**config.mk**
```make
export PLATFORM = sky130hd
export DESIGN_NAME = vga_rect_fill
export DESIGN_NICKNAME = d
export VERILOG_FILES = /design/src/rtl/vga_rect_fill_pkg.sv /design/src/rtl/vga_rect_walker.sv /design/src/rtl/vga_rect_fill.sv
export SDC_FILE = /design/constraint.sdc
export NUM_CORES = 1
export LEC_CHECK = 0
export BUFFER_PORTS_ARGS = -buffer_cell sky130_fd_sc_hd__buf_2
export CAP_MARGIN = 25
export CORE_MARGIN = 5
export CORE_UTILIZATION = 40
export DETAILED_ROUTE_END_ITERATION = 16
export PLACE_DENSITY = 0.68
export SLEW_MARGIN = 20
export SYNTH_ARGS = -nofsm -noshare
export SYNTH_HDL_FRONTEND = slang
export SYNTH_SLANG_ARGS = --single-unit
export TNS_END_PERCENT = 50
```
**constraint.sdc**
```tcl
create_clock -name clk -period 5.35 [get_ports clk]
set_input_delay 0.8025 -clock clk [delete_from_list [all_inputs] [get_ports clk]]
set_output_delay 0.8025 -clock clk [all_outputs]
set_load 0.05 [all_outputs]
```
**src/rtl/vga_rect_fill_pkg.sv**
```systemverilog
// Shared frame-buffer geometry, state encodings and command record for the
// rectangle fill engine.
package vga_rect_fill_pkg;

  localparam int FB_WIDTH  = 640;
  localparam int FB_HEIGHT = 480;
  localparam int FB_ADDR_W = 19;
  localparam int FB_DATA_W = 16;
  localparam int COLOR_W   = 12;
  localparam int COORD_W   = 10;

  localparam logic [1:0] ST_IDLE = 2'd0;
  localparam logic [1:0] ST_CLIP = 2'd1;
  localparam logic [1:0] ST_FILL = 2'd2;
  localparam logic [1:0] ST_DONE = 2'd3;

  typedef struct packed {
    logic [COORD_W-1:0] x;
    logic [COORD_W-1:0] y;
    logic [COORD_W-1:0] w;
    logic [COORD_W-1:0] h;
    logic [COLOR_W-1:0] color;
  } fill_cmd_t;

endpackage

```
**src/rtl/vga_rect_walker.sv**
```systemverilog
// Raster walker: tracks column, row and row base address of the pixel being
// written, and predicts the following address so the write port never idles.
module vga_rect_walker
  import vga_rect_fill_pkg::*;
#(
  parameter int SCREEN_WIDTH = FB_WIDTH,
  parameter int ADDR_W       = FB_ADDR_W
) (
  input  logic               clk,
  input  logic               rstn,
  input  logic               load,
  input  logic               step,
  input  logic               abort,
  input  logic [COORD_W-1:0] x0,
  input  logic [COORD_W-1:0] y0,
  input  logic [ADDR_W-1:0]  base0,
  input  logic [COORD_W:0]   x_end,
  input  logic [COORD_W:0]   y_end,
  output logic [ADDR_W-1:0]  addr,
  output logic [ADDR_W-1:0]  next_addr,
  output logic               last
);

  logic [COORD_W-1:0] cx;
  logic [COORD_W-1:0] cy;
  logic [COORD_W-1:0] x_start;
  logic [ADDR_W-1:0]  row_base;
  logic               col_last;
  logic               row_last;

  assign col_last  = ({1'b0, cx} + (COORD_W+1)'(1)) >= x_end;
  assign row_last  = ({1'b0, cy} + (COORD_W+1)'(1)) >= y_end;
  assign last      = col_last && row_last;
  assign addr      = row_base + ADDR_W'(cx);
  // Wrapping to the next line only adds the stride, keeping the fill loop multiplier-free.
  assign next_addr = col_last ? (row_base + ADDR_W'(SCREEN_WIDTH) + ADDR_W'(x_start))
                              : (addr + ADDR_W'(1));

  always_ff @(posedge clk or negedge rstn) begin
    if (!rstn) begin
      cx       <= '0;
      cy       <= '0;
      x_start  <= '0;
      row_base <= '0;
    end else if (load) begin
      cx       <= x0;
      cy       <= y0;
      x_start  <= x0;
      row_base <= base0;
    end else if (step && !abort) begin
      if (!col_last) begin
        cx <= cx + COORD_W'(1);
      end else if (!row_last) begin
        cx       <= x_start;
        cy       <= cy + COORD_W'(1);
        row_base <= row_base + ADDR_W'(SCREEN_WIDTH);
      end
    end
  end

endmodule

```
**src/rtl/vga_rect_fill.sv**
```systemverilog
// Rectangle fill engine: accepts a command, clips it to the visible frame and
// writes the covered pixels row-major into the frame buffer.
module vga_rect_fill
  import vga_rect_fill_pkg::*;
#(
  parameter int SCREEN_WIDTH  = FB_WIDTH,
  parameter int SCREEN_HEIGHT = FB_HEIGHT,
  parameter int ADDR_W        = FB_ADDR_W,
  parameter int DATA_W        = FB_DATA_W
) (
  input  logic               clk,
  input  logic               rstn,
  input  logic               cmd_valid,
  output logic               cmd_ready,
  input  logic [COORD_W-1:0] cmd_x,
  input  logic [COORD_W-1:0] cmd_y,
  input  logic [COORD_W-1:0] cmd_w,
  input  logic [COORD_W-1:0] cmd_h,
  input  logic [COLOR_W-1:0] cmd_color,
  input  logic               abort,
  output logic               wr_en,
  input  logic               wr_ready,
  output logic [ADDR_W-1:0]  wr_addr,
  output logic [DATA_W-1:0]  wr_data,
  output logic               busy,
  output logic               done
);

  function automatic logic [COORD_W:0] clip_end(input logic [COORD_W:0] sum,
                                                input logic [COORD_W:0] limit);
    return (sum > limit) ? limit : sum;
  endfunction

  logic [1:0]        state;
  fill_cmd_t         cmd_q;
  logic [COORD_W:0]  x_end_q;
  logic [COORD_W:0]  y_end_q;
  logic              skip_q;
  logic [COORD_W:0]  x_end_c;
  logic [COORD_W:0]  y_end_c;
  logic              empty_c;
  logic [ADDR_W-1:0] base_c;
  logic [ADDR_W-1:0] walk_addr;
  logic [ADDR_W-1:0] walk_next;
  logic              walk_last;
  logic              walk_load;
  logic              walk_step;

  assign x_end_c = clip_end({1'b0, cmd_q.x} + {1'b0, cmd_q.w}, (COORD_W+1)'(SCREEN_WIDTH));
  assign y_end_c = clip_end({1'b0, cmd_q.y} + {1'b0, cmd_q.h}, (COORD_W+1)'(SCREEN_HEIGHT));
  assign empty_c = (cmd_q.w == '0) || (cmd_q.h == '0) ||
                   ({1'b0, cmd_q.x} >= (COORD_W+1)'(SCREEN_WIDTH)) ||
                   ({1'b0, cmd_q.y} >= (COORD_W+1)'(SCREEN_HEIGHT));
  assign base_c  = ADDR_W'(cmd_q.y) * ADDR_W'(SCREEN_WIDTH);

  assign cmd_ready = (state == ST_IDLE);
  assign walk_load = (state == ST_CLIP);
  assign walk_step = (state == ST_FILL) && wr_en && wr_ready;

  vga_rect_walker #(
    .SCREEN_WIDTH (SCREEN_WIDTH),
    .ADDR_W       (ADDR_W)
  ) u_walker (
    .clk       (clk),
    .rstn      (rstn),
    .load      (walk_load),
    .step      (walk_step),
    .abort     (abort),
    .x0        (cmd_q.x),
    .y0        (cmd_q.y),
    .base0     (base_c),
    .x_end     (x_end_q),
    .y_end     (y_end_q),
    .addr      (walk_addr),
    .next_addr (walk_next),
    .last      (walk_last)
  );

  always_ff @(posedge clk or negedge rstn) begin
    if (!rstn) begin
      state   <= ST_IDLE;
      cmd_q   <= '0;
      x_end_q <= '0;
      y_end_q <= '0;
      skip_q  <= 1'b0;
      wr_en   <= 1'b0;
      wr_addr <= '0;
      wr_data <= '0;
      busy    <= 1'b0;
      done    <= 1'b0;
    end else begin
      done <= 1'b0;
      case (state)
        ST_IDLE: begin
          if (cmd_valid) begin
            cmd_q <= '{x: cmd_x, y: cmd_y, w: cmd_w, h: cmd_h, color: cmd_color};
            busy  <= 1'b1;
            state <= ST_CLIP;
          end
        end
        ST_CLIP: begin
          x_end_q <= x_end_c;
          y_end_q <= y_end_c;
          skip_q  <= empty_c || abort;
          state   <= ST_FILL;
        end
        ST_FILL: begin
          // First FILL cycle primes the write port from the freshly loaded walker.
          if (!wr_en) begin
            if (skip_q || abort) begin
              state <= ST_DONE;
              done  <= 1'b1;
              busy  <= 1'b0;
            end else begin
              wr_en   <= 1'b1;
              wr_addr <= walk_addr;
              wr_data <= {{(DATA_W-COLOR_W){1'b0}}, cmd_q.color};
            end
          end else if (abort || (wr_ready && walk_last)) begin
            wr_en <= 1'b0;
            state <= ST_DONE;
            done  <= 1'b1;
            busy  <= 1'b0;
          end else if (wr_ready) begin
            wr_addr <= walk_next;
          end
        end
        ST_DONE: state <= ST_IDLE;
        default: state <= ST_IDLE;
      endcase
    end
  end

endmodule

```
# Word-level counts from Yosys, hierarchy flattened
# Index checks and enable logic that the tools add are counted.
[classes]
n_mux = 36
n_addsub = 10
bitwise_logic = 2
n_div = 0
eq_ne = 11
order_cmp = 6
shifts = 0
mul = 1
reduce_logical = 25
[op_table]
columns = ["op", "n"]
rows = [
  ["19-bit 2-to-1 mux", 9],
  ["10-bit 2-to-1 mux", 8],
  ["19-bit by 10-bit adder with 19-bit output", 2],
  ["10-bit by 1-bit adder with 11-bit output, second input constant", 2],
  ["10-bit by 10-bit adder with 11-bit output", 2],
  ["11-bit >= comparator", 2],
  ["11-bit 2-to-1 mux", 2],
  ["10-bit by 1-bit adder with 10-bit output, second input constant", 2],
  ["10-bit zero test", 2],
  ["19-bit by 1-bit adder with 19-bit output, second input constant", 1],
  ["19-bit by 10-bit adder with 19-bit output, second input constant", 1],
  ["10-bit by 3-bit multiplier with 12-bit output, second input constant", 1],
  ["11-bit by 10-bit > comparator with 1-bit output, second input constant", 1],
  ["11-bit by 9-bit > comparator with 1-bit output, second input constant", 1],
  ["1-bit 2-to-1 mux", 11],
  ["10-bit >= comparator, second input constant", 1],
  ["10-bit by 9-bit >= comparator with 1-bit output, second input constant", 1],
  ["3-bit by 2-bit != test with 1-bit output, second input constant", 3],
  ["3-bit AND reduction", 3],
  ["2-bit 2-to-1 mux", 4],
  ["2-bit one-hot mux with 4 select lines", 1],
  ["4-bit AND reduction", 2],
  ["1-bit logical OR", 6],
  ["2-bit != test, second input constant", 3],
  ["10 further kinds", 20],
]
[word_totals]
ramBits = 0
rom_bits = 0
mem_count = 0
output_inout_bits = 39
regBits = 160
latchBits = 0
in_bits = 57

# Depth between registers and ports, before layout
# Gate-level depths: netlist of run 1.
[depth]
depth_word = 8
mapped_depth = 16
depth_no_buf = 14

# Cells and area by module
# Synthesis of run 1 repeated with hierarchy kept, for this count alone.
[hier_totals]
cells_unflattened = 1145
area_unflattened_um2 = 11095.6
[by_module_without_submodules]
columns = ["mod", "cells_per_inst", "area_each_um2", "n_inst"]
rows = [
  ["vga_rect_fill", 479, 5731.7, 1],
  ["vga_rect_walker", 666, 5363.9, 1],
]

# Least setup slack after synthesis of run 1
# Ideal clock, no wire load.
[synth_path]
path_kind = "reg-to-reg"
start = "register u_walker.cy[0]"
end = "register wr_addr[17]"
n_path_buf = 1
t_required_ps = 5214
setup_ps = 136
slack_ps = 1959
period_less_slack_ps = 3391
path_stages_with_launch = 16
arrival_time_ps = 3256
cell_sequence = "dfrtp_1 -> ha_1 -> nand3_1 -> nor2_1 -> and3_1 -> xor2_1 -> ha_1 -> a21o_1 -> a21oi_1 -> o41ai_1 -> or3_1 -> a21boi_1 -> nor2_1 -> clkbuf_1 -> a221oi_1 -> o21ai_0"
[synth_between]
elab_chain_cells = 7
[synth_lines]
columns = ["element", "line", "rtl"]
rows = [
  ["from (decl)", "vga_rect_walker.sv:25", "logic [COORD_W-1:0] cy;"],
  ["from (signal assigned)", "vga_rect_walker.sv:47", "cy <= y0;"],
  ["from (signal assigned)", "vga_rect_walker.sv:55", "cy <= cy + COORD_W'(1);"],
  ["10-bit by 1-bit adder with 11-bit output", "vga_rect_walker.sv:32", "assign row_last = ({1'b0, cy} + (COORD_W+1)'(1)) >= y_end;"],
  ["11-bit >= comparator", "vga_rect_walker.sv:32", ""],
  ["1-bit logical AND", "vga_rect_walker.sv:33", "assign last = col_last && row_last;"],
  ["1-bit logical AND", "vga_rect_fill.sv:119", "end else if (abort || (wr_ready && walk_last)) begin"],
  ["1-bit logical OR", "vga_rect_fill.sv:119", ""],
  ["2-bit != test (no line)", "--", ""],
  ["4-bit AND reduction (no line)", "--", ""],
  ["to (signal assigned)", "vga_rect_fill.sv:116", "wr_addr <= walk_addr;"],
  ["to (signal assigned)", "vga_rect_fill.sv:125", "wr_addr <= walk_next;"],
  ["to (decl)", "vga_rect_fill.sv:23", "output logic [ADDR_W-1:0] wr_addr,"],
]
# Every way passes these cells.
# A chain may end at the register's enable or synchronous reset.

# Final worst setup path of run 1
[layout_path]
start = "register u_walker.cx[0]"
end = "register wr_addr[18]"
[layout_between]
elab_chain_cells = 7
[layout_lines]
columns = ["element", "line", "rtl"]
rows = [
  ["from (decl)", "vga_rect_walker.sv:24", "logic [COORD_W-1:0] cx;"],
  ["from (signal assigned)", "vga_rect_walker.sv:52", "cx <= cx + COORD_W'(1);"],
  ["from (signal assigned)", "vga_rect_walker.sv:54", "cx <= x_start;"],
  ["branches (longest 7 deep; another with 19-bit by 10-bit adder with 19-bit output)", "--", ""],
]
# Several ways; the timed one is not identified. The select of a mux whose other input is x is not followed.

==> summary.md, run 1 <==
| Metric | Value |
|---|---|
| Global-route wire length before repair | 38630 um |
| Area Growth Syn to Fin | 13.25% |
| I/O Buffers | 91 |
| Synth cell count leaders | dfrtp_1 (153), nand2_1 (98), o21ai_0 (76), mux2_2 (74), ha_1 (72) |
| Layout cell share with drive strength beyond 1 | 20.07% |
| Clk pwr share | 14.7% |
| Post-synth EDFFs | 0 |
| Cell taking the most area after synthesis | dfrtp_1 |
| Gate power share | 57.6% |
| Most common cell in the netlist | dfrtp_1 |
| Final GP Congestion | 0.8545 |
| Endpoints failing setup | 0 |
| Syn Std Cell Area | 9833 um2 |
| Switching Fraction | 47.50% |
| Top-area cell type share of the netlist area | 38.94% |
| Cell family contributing the most delay on the critical path | compound AO/OA/AOI/OAI gates |
| Critical path buffers and inverters | 0 |
| Row count | 57 |
| Synth Instances | 1031 |
| Number of cells on the critical path | 12 |
| Setup bufs post-CTS | 0 |
| Post-synth ARST share | 100.0% |
| Maximum clock frequency | 0.2649 GHz |
| Die area | 27820 um2 |
| Syn Area/Cell | 9.538 um2 |
| Critical Setup Path Class | reg -> reg |
| Final Util | 45.92% |
| Switching power | 3.931 mW |
| Startpoint type of the worst setup path | flop |
| Peak VDD IR | 0.3987 mV |
| H-Tree Level Count | 4 |
| Slew @ Worst Pin | 858.4 ps |
| Synth Register Bits | 153 |
| Die Ht | 166.8 um |
| Multi-input logic area | 5595 um2 |
| Number of DRC markers in iteration 0 | 512 |
| RSZ-0062 raised after global routing | no |
| Critical Path End Type | flop |
| MaxCap Viol Count | 0 |
| TritonCTS clock tree | built |
| Initial antenna violation count | 0 |
| Dpl hpwl | 17000 um |
| CTS Buf Count | 17 |
| Initial DRT Pass Iterations | 5 |
| Slew headroom | 42.71% |
| Starting Density | 40.55% |
| Hold Vio Cnt, Final | 0 |
| Core area | 24250 um2 |
| PwrDens | 743.3 nW/um2 |
| Worst-skew pair later-pin latency | 420 ps |
| Vias after detailed routing | 7581 |
| Slowest cell on the critical path | or4_1 |
| Detail-routed via count per cell | 5.283 |
| Reg2Reg Depth | 12 |
| Fin Clk Skew | 10.68 ps |
| CTS Buffer Depth | 2 |
| CP cell instances | ha_1, nand3_1, xnor2_1, ha_1, a211oi_1, o21ai_0, a21oi_1, o21a_1, nand2_1, or4_1, a21oi_1, o41ai_1 |
| Overflow after GRT | 0 |
| Required time of the critical path | 5630 ps |
| Fin crit period | 3775 ps |
| Internal | 4.346 mW |
| # diodes | 0 |
| Final setup TNS | 0 ps |
| Vias in the first global route | 7546 |
| Top cells by area, synth | dfrtp_1 (39%), ha_1 (9.2%), mux2_2 (8.5%) |
| HP Class | in -> async |
| Crit share post-route | 70.55% |
| Main flop type after synthesis | dfrtp_1 |
| Root Driver | clkbuf_16 |
| Final #Nets | 1230 |
| IO Count | 96 |
| Die Wd | 166.8 um |
| ANT nets after route | 0 |
| Clock sinks | 153 |
| DRC violations left | 0 |
| Filler instances | 2322 |
| Gates resized, CTS repair | 0 |
| Ys Warns | 0 |
| Sequential area share after synthesis | 38.94% |
| Distinct cells, synth | 66 |
| Total track usage | 16.71% |
| Outcome | finished, final reports clean |
| P_leak | 4.959 nW |
| Worst Path Max Fanout | 13 |
| Post-DR wirelength/cell | 15.94 um |
| CTS clk-pin slew, worst paths | 70 ps |
| Cts hold-fix bufs | 0 |
| Final Slew Violations | 0 |
| Proportion of power drawn by flip-flops and latches | 27.7% |
| FF/Latch Area | 3829 um2 |
| Arrival time worst endpoint | 4050 ps |
| Max stage delay on crit path | 540 ps |
| WL final | 22880 um |
| Largest net degree at the start of global routing | 74 |
## worst reg2reg max path: stages, from the launching register on
cell	delay (ps)
dfrtp_1	530
ha_1	280
nand3_1	170
xnor2_1	280
ha_1	300
a211oi_1	230
o21ai_0	120
a21oi_1	310
o21a_1	520
nand2_1	90
or4_1	540
a21oi_1	170
o41ai_1	100
## kinds of logic (layout without fill, tap and decap cells)
family / Yosys count / after routing / synth area share [%]
simple gates: 284 / 284 / 14.21
mux: 82 / 82 / 9.289
xor+xnor: 88 / 88 / 7.915
other cells: 1 / 5 / 0.03814
compound gates: 242 / 242 / 15.29
buf+inv: 106 / 182 / 4.543
flops: 153 / 153 / 38.94
fa+ha+maj: 75 / 75 / 9.772
## state kept, by name (all words and copies together), names as in the netlist
register and count:
u_walker.cy 10, y_end_q 11, x_end_q 11, busy 1, u_walker.cx 10, wr_data 12
u_walker.x_start 10, done 1, skip_q 1, cmd_q 52, u_walker.row_base 12, state 2
wr_en 1, wr_addr 19
## per-layer routing
metal / track usage [%] / routed length, um / share of wire, % / vias up
li1: - / - / - / 3795
met1: 23.52 / 11170 / 49 / 3596
met2: 26.38 / 10300 / 45 / 170
met3: 3.579 / 1097 / 4.8 / 20
met4: 4.233 / 310 / 1.4 / 0
met5: 0 / 0 / 0 / -
## layout make-up
type                            count  share of cell area, %
Clock inverter                     15                  1.472
Sequential cell                   153                  34.38
Timing Repair Buffer              100                  4.753
Clock buffer                       17                  3.820
Inverter                           50                  1.685
Tap cell                          324                  3.640
Multi-Input combinational cell    776                  50.25
## final timing paths
check	from	endpoint	slack, ps
setup / recovery	u_walker.cx[0]	wr_addr[18]	1580
hold / removal	rstn	cmd_q[20]	300
setup reg to reg	u_walker.cx[0]	wr_addr[18]	1580
hold reg to reg	wr_addr[7]	wr_addr[7]	470
max in group asynchronous	rstn	u_walker.cx[8]	4020
min in group clk	wr_addr[7]	wr_addr[7]	470
## stage by stage
| stage | hold slack [ps] | instances | worst slack (ps) | area, um2 | total power [mW] |
|---|---|---|---|---|---|
| after floorplan | 448.8 | 1035 | 1959 | 9848 | 5.982 |
| after global placement | 459.8 | 1403 | 1662 | 10540 | 6.951 |
| after detailed placement | 462.7 | 1403 | 1522 | 10540 | 7.052 |
| after CTS | 311.6 | 1435 | 1489 | 11130 | 8.322 |
| after global routing | 329.1 | 1435 | 1217 | 11140 | 9.028 |
| final | 298.9 | 1435 | 1575 | 11140 | 8.277 |
## cells in the final DEF, fill, tap and decap left out, types with 5 or more instances in the layout
master,synthesis,routed
buf_2,9,90
a221oi_1,7,7
o22ai_1,11,11
conb_1,1,5
nor2b_1,7,7
inv_6,0,5
nor2_1,65,64
a21oi_1,61,61
nor4_1,8,8
o31ai_1,7,7
dfrtp_1,153,153
nand3_1,26,26
a31oi_1,6,6
mux2_2,74,74
buf_4,10,9
ha_1,72,71
xnor2_1,48,48
and2_1,5,5
and4_1,5,5
nand4_1,13,13
o21a_1,7,7
o21ai_0,76,76
and3_1,8,8
nor3_1,9,9
o41ai_1,7,7
xor2_1,39,39
clkbuf_16,0,17
a211oi_1,6,6
nand2_1,98,97
inv_1,50,50
mux2i_1,8,8
nand2b_1,13,13
a21o_1,17,17
## power by group through the flow
| stage | combinational (mW) | clock, mW | sequential, mW |
|---|---|---|---|
| 2_1_floorplan | 3.57 | 0 | 2.42 |
| 3_3_place_gp | 4.66 | 0 | 2.29 |
| 3_5_place_dp | 4.74 | 0 | 2.31 |
| 4_1_cts | 4.79 | 1.24 | 2.30 |
| 5_1_grt | 5.35 | 1.30 | 2.38 |
| 6_report | 4.77 | 1.21 | 2.30 |
(Power assumes the default switching activity.)
==> run 2, diff against run 1 <==
Clock period 5.35 ns to 3.95 ns, I/O delays scaled along.
==> run 2 against run 1 <==
Via count grew 2.2%. Count of clock-buffer cells in the layout up 1. Non-clock buffer count is 8 higher. Critical endpoint is now wr_addr[17]. Largest cell class unchanged.
==> summary.md, run 2 (same netlist as run 1, synthesis figures left out) <==
| Metric | Value |
|---|---|
| # diodes | 0 (unchanged) |
| Global-route wire length before repair | 39730 um (+2.8%) |
| Biggest regs | cmd_q x52, wr_addr x19 |
| Most frequent cells in the layout | dfrtp_1 (151), nand2_1 (97), buf_2 (90) |
| Placed Area | 10610 um2 (+0.61%) |
| Vias in the first global route | 7806 (+3.4%) |
| Critical Setup Path Class | reg -> reg |
| CTS Buf Count | 17 (unchanged) |
| Worst Path Max Fanout | 22 (+9) |
| Initial DRT Pass Iterations | 5 (unchanged) |
| Reg2Reg Capture Point | wr_addr[17] |
| MaxCap Viol Count | 0 (unchanged) |
| Root Driver | clkbuf_16 |
| Final Slew Violations | 0 (unchanged) |
| ANT nets after route | 0 (unchanged) |
| Initial antenna violation count | 0 (unchanged) |
| Clock sinks | 153 (unchanged) |
| IO Count | 96 (unchanged) |
| Peak VDD IR | 0.4797 mV (+20%) |
| Fin crit period | 3673 ps (-101.8 ps) |
| Total Power | 11.31 mW (+37%) |
| Slew @ Worst Pin | 949.1 ps (+90.72 ps) |
| RSZ-0062 raised after global routing | no |
| Overflow after GRT | 0 (unchanged) |
| Final #Nets | 1238 (+0.65%) |
| Hold Vio Cnt, Final | 0 (unchanged) |
| Max reg flops | 52 (unchanged) |
| WL final | 23420 um (+2.3%) |
| H-Tree Level Count | 4 (unchanged) |
| Commonest non-fill, non-tap cell in the layout | dfrtp_1 |
| Endpoints failing setup | 0 (unchanged) |
| R2r setup slk | 280 ps (-1300 ps) |
| Largest net degree at the start of global routing | 114 (+54%) |
| Maximum clock frequency | 0.2723 GHz (+2.8%) |
| Startpoint type of the worst setup path | flop |
| Layout cell share with drive strength beyond 1 | 20.82% (+0.75 points) |
| Row count | 57 (unchanged) |
| Most flop-heavy register | cmd_q |
| Die Wd | 166.8 um (unchanged) |
| Critical Path End Type | flop |
| Outcome | finished, final reports clean |
| Filler instances | 2339 (+0.73%) |
| Core area | 24250 um2 (unchanged) |
| Post-DR wirelength/cell | 16.23 um (+1.8%) |
| HP Class | in -> async |
| Number of DRC markers in iteration 0 | 532 (+3.9%) |
| Die Ht | 166.8 um (unchanged) |
| Worst-skew pair later-pin latency | 440 ps (+20 ps) |
| Finished layout cell area | 11190 um2 (+0.51%) |
| Cells after DPL | 1411 (+0.57%) |
| Fin Clk Skew | 13.09 ps (+2.406 ps) |
| Total track usage | 17.23% (+0.53 points) |
| Detail-routed via count per cell | 5.368 (+1.6%) |
| CTS clk-pin slew, worst paths | 70 ps (about the same) |
| I/O Buffers | 91 (unchanged) |
| PwrDens | 1011 nW/um2 (+36%) |
| Cell Count, Final, Fillers Out | 1443 (+0.56%) |
| Vias after detailed routing | 7746 (+2.2%) |
| Starting Density | 40.55% (unchanged) |
| Reg2Reg Depth | 15 (+3) |
| DRC violations left | 0 (unchanged) |
| Crit share post-route | 92.98% (+22 points) |
| Worst R2R Start | u_walker.cy[0] |
| P_leak | 5.005 nW (+0.95%) |
| CTS Buffer Depth | 2 (unchanged) |
| Slew headroom | 36.50% (-6.2 points) |
| Arrival time worst endpoint | 3980 ps (-70 ps) |
| Die area | 27820 um2 (unchanged) |
| Area Growth Syn to Fin | 13.82% |
| Final GP Congestion | 0.8620 (+0.88%) |
| Required time of the critical path | 4260 ps (-1370 ps) |
| Final setup TNS | 0 ps (unchanged) |
| Worst hold margin | 299.4 ps (+0.4640 ps) |
| Dpl hpwl | 17140 um (+0.77%) |
| TritonCTS clock tree | built |
-- run 2: metal layers --
layer / GRT usage, % / part of all wire, % / vias to the layer above
met3: 3.698 / 4.8 / 32
met5: 0 / 0 / -
met2: 26.15 / 45 / 187
met1: 24.76 / 48 / 3716
met4: 5.301 / 2.2 / 0
li1: - / - / 3811
-- run 2: report_power, final --
group,switching [mW],internal [mW]
clock,0.764,0.862
sequential,0.803,2.30
combinational,3.88,2.70
total,5.45,5.86
-- run 2: worst max path at each step --
stage | startpoint | to | cells after the start
final | u_walker.cy[0] | wr_addr[17] | 15
after global routing | u_walker.cy[0] | wr_addr[17] | 15
after CTS | u_walker.cy[0] | wr_addr[17] | 15
after detailed placement | u_walker.cy[0] | wr_addr[17] | 15
after global placement | u_walker.cy[0] | wr_addr[9] | 13
after floorplan | u_walker.cy[0] | wr_addr[17] | 15
-- run 2: what timing repair did --
| item | CTS | global route |
|---|---|---|
| endpoints found under the setup margin | 0 | 1 |
| resized for setup | 0 | 2 |
| setup buffers | 0 | 0 |
| hold buffers | 0 | 0 |
-- run 2: layout make-up --
cell class	instances	area (um2)	area share, %
Inverter	50	187.7	1.677
Tap cell	324	405.4	3.622
Clock inverter	14	142.6	1.274
Multi-Input combinational cell	776	5590	49.95
Sequential cell	153	3831	34.23
Timing Repair Buffer	108	595.6	5.321
Clock buffer	18	439.2	3.924
-- run 2: per-stage QoR --
step | utilization (%) | setup slack (ps)
3_3_place_gp | 43.69 | 368.9
4_1_cts | 46.14 | 306.6
6_report | 46.16 | 277.2
2_1_floorplan | - | 558.7
5_1_grt | 46.16 | 26.47
3_5_place_dp | 43.74 | 345.8
-- run 2: worst max-delay path, cell delays in order (launching register included) --
cell,delay (ps)
dfrtp_1,410
ha_1,220
nand3_1,160
nor2_1,240
and3_1,240
xor2_1,160
ha_1,260
a21o_1,180
a21oi_1,130
o41ai_1,100
or3_1,340
a21boi_1,260
nor2_2,170
buf_6,250
a221oi_1,290
o21ai_0,120
==> run 3, diff against run 2 <==
Settings changed: CORE_MARGIN 5 to 2, PLACE_DENSITY 0.68 to 0.67, SYNTH_HIERARCHICAL set to 1.
==> run 3 against run 2 <==
Sequential share of layout area down 2.4 points. Maximum frequency about the same. Largest cell class unchanged. Synthesized cell count up 11%. First-iteration DRC count down 12%. Utilization up 0.31 points. Critical path depth unchanged. Cell area up 13%. Worst setup slack better by 0.71 ps. Clock skew up 7.6 ps. Register-to-register slack about the same.
==> summary.md, run 3 <==
| Metric | Value |
|---|---|
| Top cells by area, synth | dfrtp_1 (36%), ha_1 (9.6%), mux2_2 (7.6%) |
| Syn Area/Cell | 9.691 um2 (+1.6%) |
| Slew headroom | 41.48% (+5.0 points) |
| CTS clk-pin slew, worst paths | 90 ps (+20 ps) |
| Die Wd | 170.6 um (+2.3%) |
| Total track usage | 17.64% (+0.40 points) |
| Post-synth EDFFs | 0 (unchanged) |
| Initial DRT Pass Iterations | 5 (unchanged) |
| Fin Clk Skew | 20.65 ps (+7.557 ps) |
| Placed Area | 11940 um2 (+13%) |
| CTS Buf Count | 17 (unchanged) |
| Overflow after GRT | 0 (unchanged) |
| RSZ-0062 raised after global routing | no |
| Row count | 60 (+5.3%) |
| Largest net degree at the start of global routing | 98 (-14%) |
| Critical Setup Path Class | reg -> reg |
| Worst hold margin | 177.0 ps (-122.4 ps) |
| Final Slew Violations | 0 (unchanged) |
| Post-DR wirelength/cell | 15.19 um (-6.4%) |
| Required time of the critical path | 4250 ps (about the same) |
| Number of DRC markers in iteration 0 | 466 (-12%) |
| Most flop-heavy register | cmd_q |
| ANT nets after route | 0 (unchanged) |
| Top-area cell type share of the netlist area | 36.08% (-2.9 points) |
| H-Tree Level Count | 4 (unchanged) |
| Final #Nets | 1372 (+11%) |
| Die Ht | 170.6 um (+2.3%) |
| Synth Register Bits | 160 (+4.6%) |
| Setup bufs post-CTS | 0 (unchanged) |
| Core area | 27100 um2 (+12%) |
| Clock sinks | 160 (+4.6%) |
| Dpl hpwl | 18240 um (+6.4%) |
| I/O Buffers | 91 (unchanged) |
| Arrival time worst endpoint | 3970 ps (about the same) |
| Worst-skew pair later-pin latency | 450 ps (about the same) |
| IO Count | 96 (unchanged) |
| Biggest regs | cmd_q x52, u_walker/row_base x19, wr_addr x19 |
| Vias in the first global route | 8343 (+6.9%) |
| Layout cell share with drive strength beyond 1 | 20.76% (-0.063 points) |
| Max reg flops | 52 (unchanged) |
| FF/Latch Area | 4005 um2 (+4.5%) |
| Final setup TNS | 0 ps (unchanged) |
| Most frequent cells in the layout | dfrtp_1 (159), nand2_1 (99), o21ai_0 (95) |
| Vias after detailed routing | 8520 (+10%) |
| Finished layout cell area | 12590 um2 (+13%) |
| Main flop type after synthesis | dfrtp_1 |
| Cell taking the most area after synthesis | dfrtp_1 |
| TritonCTS clock tree | built |
| Filler instances | 2558 (+9.4%) |
| WL final | 24490 um (+4.6%) |
| Cts hold-fix bufs | 0 (unchanged) |
| Maximum clock frequency | 0.2723 GHz (about the same) |
| Post-synth ARST share | 100.0% (unchanged) |
| Post-route worst setup slack | 278.0 ps (+0.7110 ps) |
| Worst Path Max Fanout | 38 (+73%) |
| Starting Density | 40.94% (+0.39 points) |
| Syn Std Cell Area | 11100 um2 (+13%) |
| Multi-input logic area | 6681 um2 (+20%) |
| Detail-routed via count per cell | 5.285 (-1.5%) |
| Final GP Congestion | 0.8468 (-1.8%) |
| Initial antenna violation count | 2 (+2) |
| Endpoints failing setup | 0 (unchanged) |
| Root Driver | clkbuf_16 |
| Ys Warns | 6 (+6) |
| Slew @ Worst Pin | 877.9 ps (-71.25 ps) |
| Fin crit period | 3672 ps (-0.7110 ps) |
| Synth cell count leaders | dfrtp_1 (160), nand2_1 (100), o21ai_0 (95), ha_1 (85), mux2_2 (75) |
| Distinct cells, synth | 87 (+32%) |
| Synth Instances | 1145 (+11%) |
| Startpoint type of the worst setup path | flop |
| Hold Vio Cnt, Final | 0 (unchanged) |
| HP Class | in -> async |
| Crit share post-route | 92.96% (about the same) |
| CTS Buffer Depth | 2 (unchanged) |
| Global-route wire length before repair | 41170 um (+3.6%) |
| Most common cell in the netlist | dfrtp_1 |
| Setup Slack @ Placement | 254.7 ps (-91.10 ps) |
| Sequential area share after synthesis | 36.08% (-2.9 points) |
| DRC violations left | 0 (unchanged) |
| Area Growth Syn to Fin | 13.49% |
| MaxCap Viol Count | 0 (unchanged) |
| Outcome | finished, final reports clean |
| Critical Path End Type | flop |
| Die area | 29090 um2 (+4.6%) |
| Commonest non-fill, non-tap cell in the layout | dfrtp_1 |
| Gates resized, CTS repair | 0 (unchanged) |
## run 3: metal layers
layer	wire length (um)	part of all wire [%]	global-route usage, %	vias up
li1	-	-	-	4270
met1	12000	49	24.19	4033
met2	10790	44	28.27	191
met3	1373	5.6	4.233	24
met4	314	1.3	3.939	2
met5	11	0.045	0	-
## run 3: cells by family (layout without fill, tap and decap cells)
family	Yosys count	in the layout	share of synthesized area (%)
buf+inv	114	197	4.319
compound gates	264	264	16.13
flops	160	160	36.08
other cells	1	13	0.03380
mux	105	105	10.32
fa+ha+maj	90	90	10.49
simple gates	311	311	14.40
xor+xnor	100	100	8.232
## run 3: path summary, 6_finish.rpt
kind	cells after the start	startpoint	slack, ps	end
worst min-delay path	1	rstn	180	wr_data[8]
max in group asynchronous	2	rstn	2820	u_walker/cx[1]
worst max register to register	15	u_walker/cy[0]	280	wr_addr[10]
worst max-delay path	15	u_walker/cy[0]	280	wr_addr[10]
min in group clk	2	cmd_color[9]	370	cmd_q[9]
worst min register to register	2	wr_addr[13]	470	wr_addr[13]
## run 3: critical path, cell delays in order (launching register included)
cell and delay (ps):
dfrtp_1 420, ha_1 250, and3_1 220, and3_1 220, and3_1 220, xor2_1 150
ha_1 200, or3_1 390, or3_1 300, o21ai_0 190, nor3_1 110, a311oi_2 340
nand3_1 150, buf_6 220, nand2_1 80, o21ai_0 70
## run 3: cell type report
type / count / share of cell area [%]
inverter: 60 / 1.789
antenna: 2 / 0.03975
clock inverter: 15 / 1.699
tap: 372 / 3.696
multi-input combinational: 881 / 53.06
sequential: 160 / 31.81
clock buffer: 17 / 3.378
timing repair buffer: 105 / 4.531
## run 3: per-stage QoR
stage / std cells / util [%]
after global placement: 1578 / 44.04
after global routing: 1610 / 46.45
final: 1612 / 46.46
after detailed placement: 1578 / 44.04
after floorplan: 1155 / -
after CTS: 1610 / 46.40
Power of run 3 is left out: the tool's default activity adds up to more than one toggle a clock period on the data nets, which glitch-free logic cannot reach.
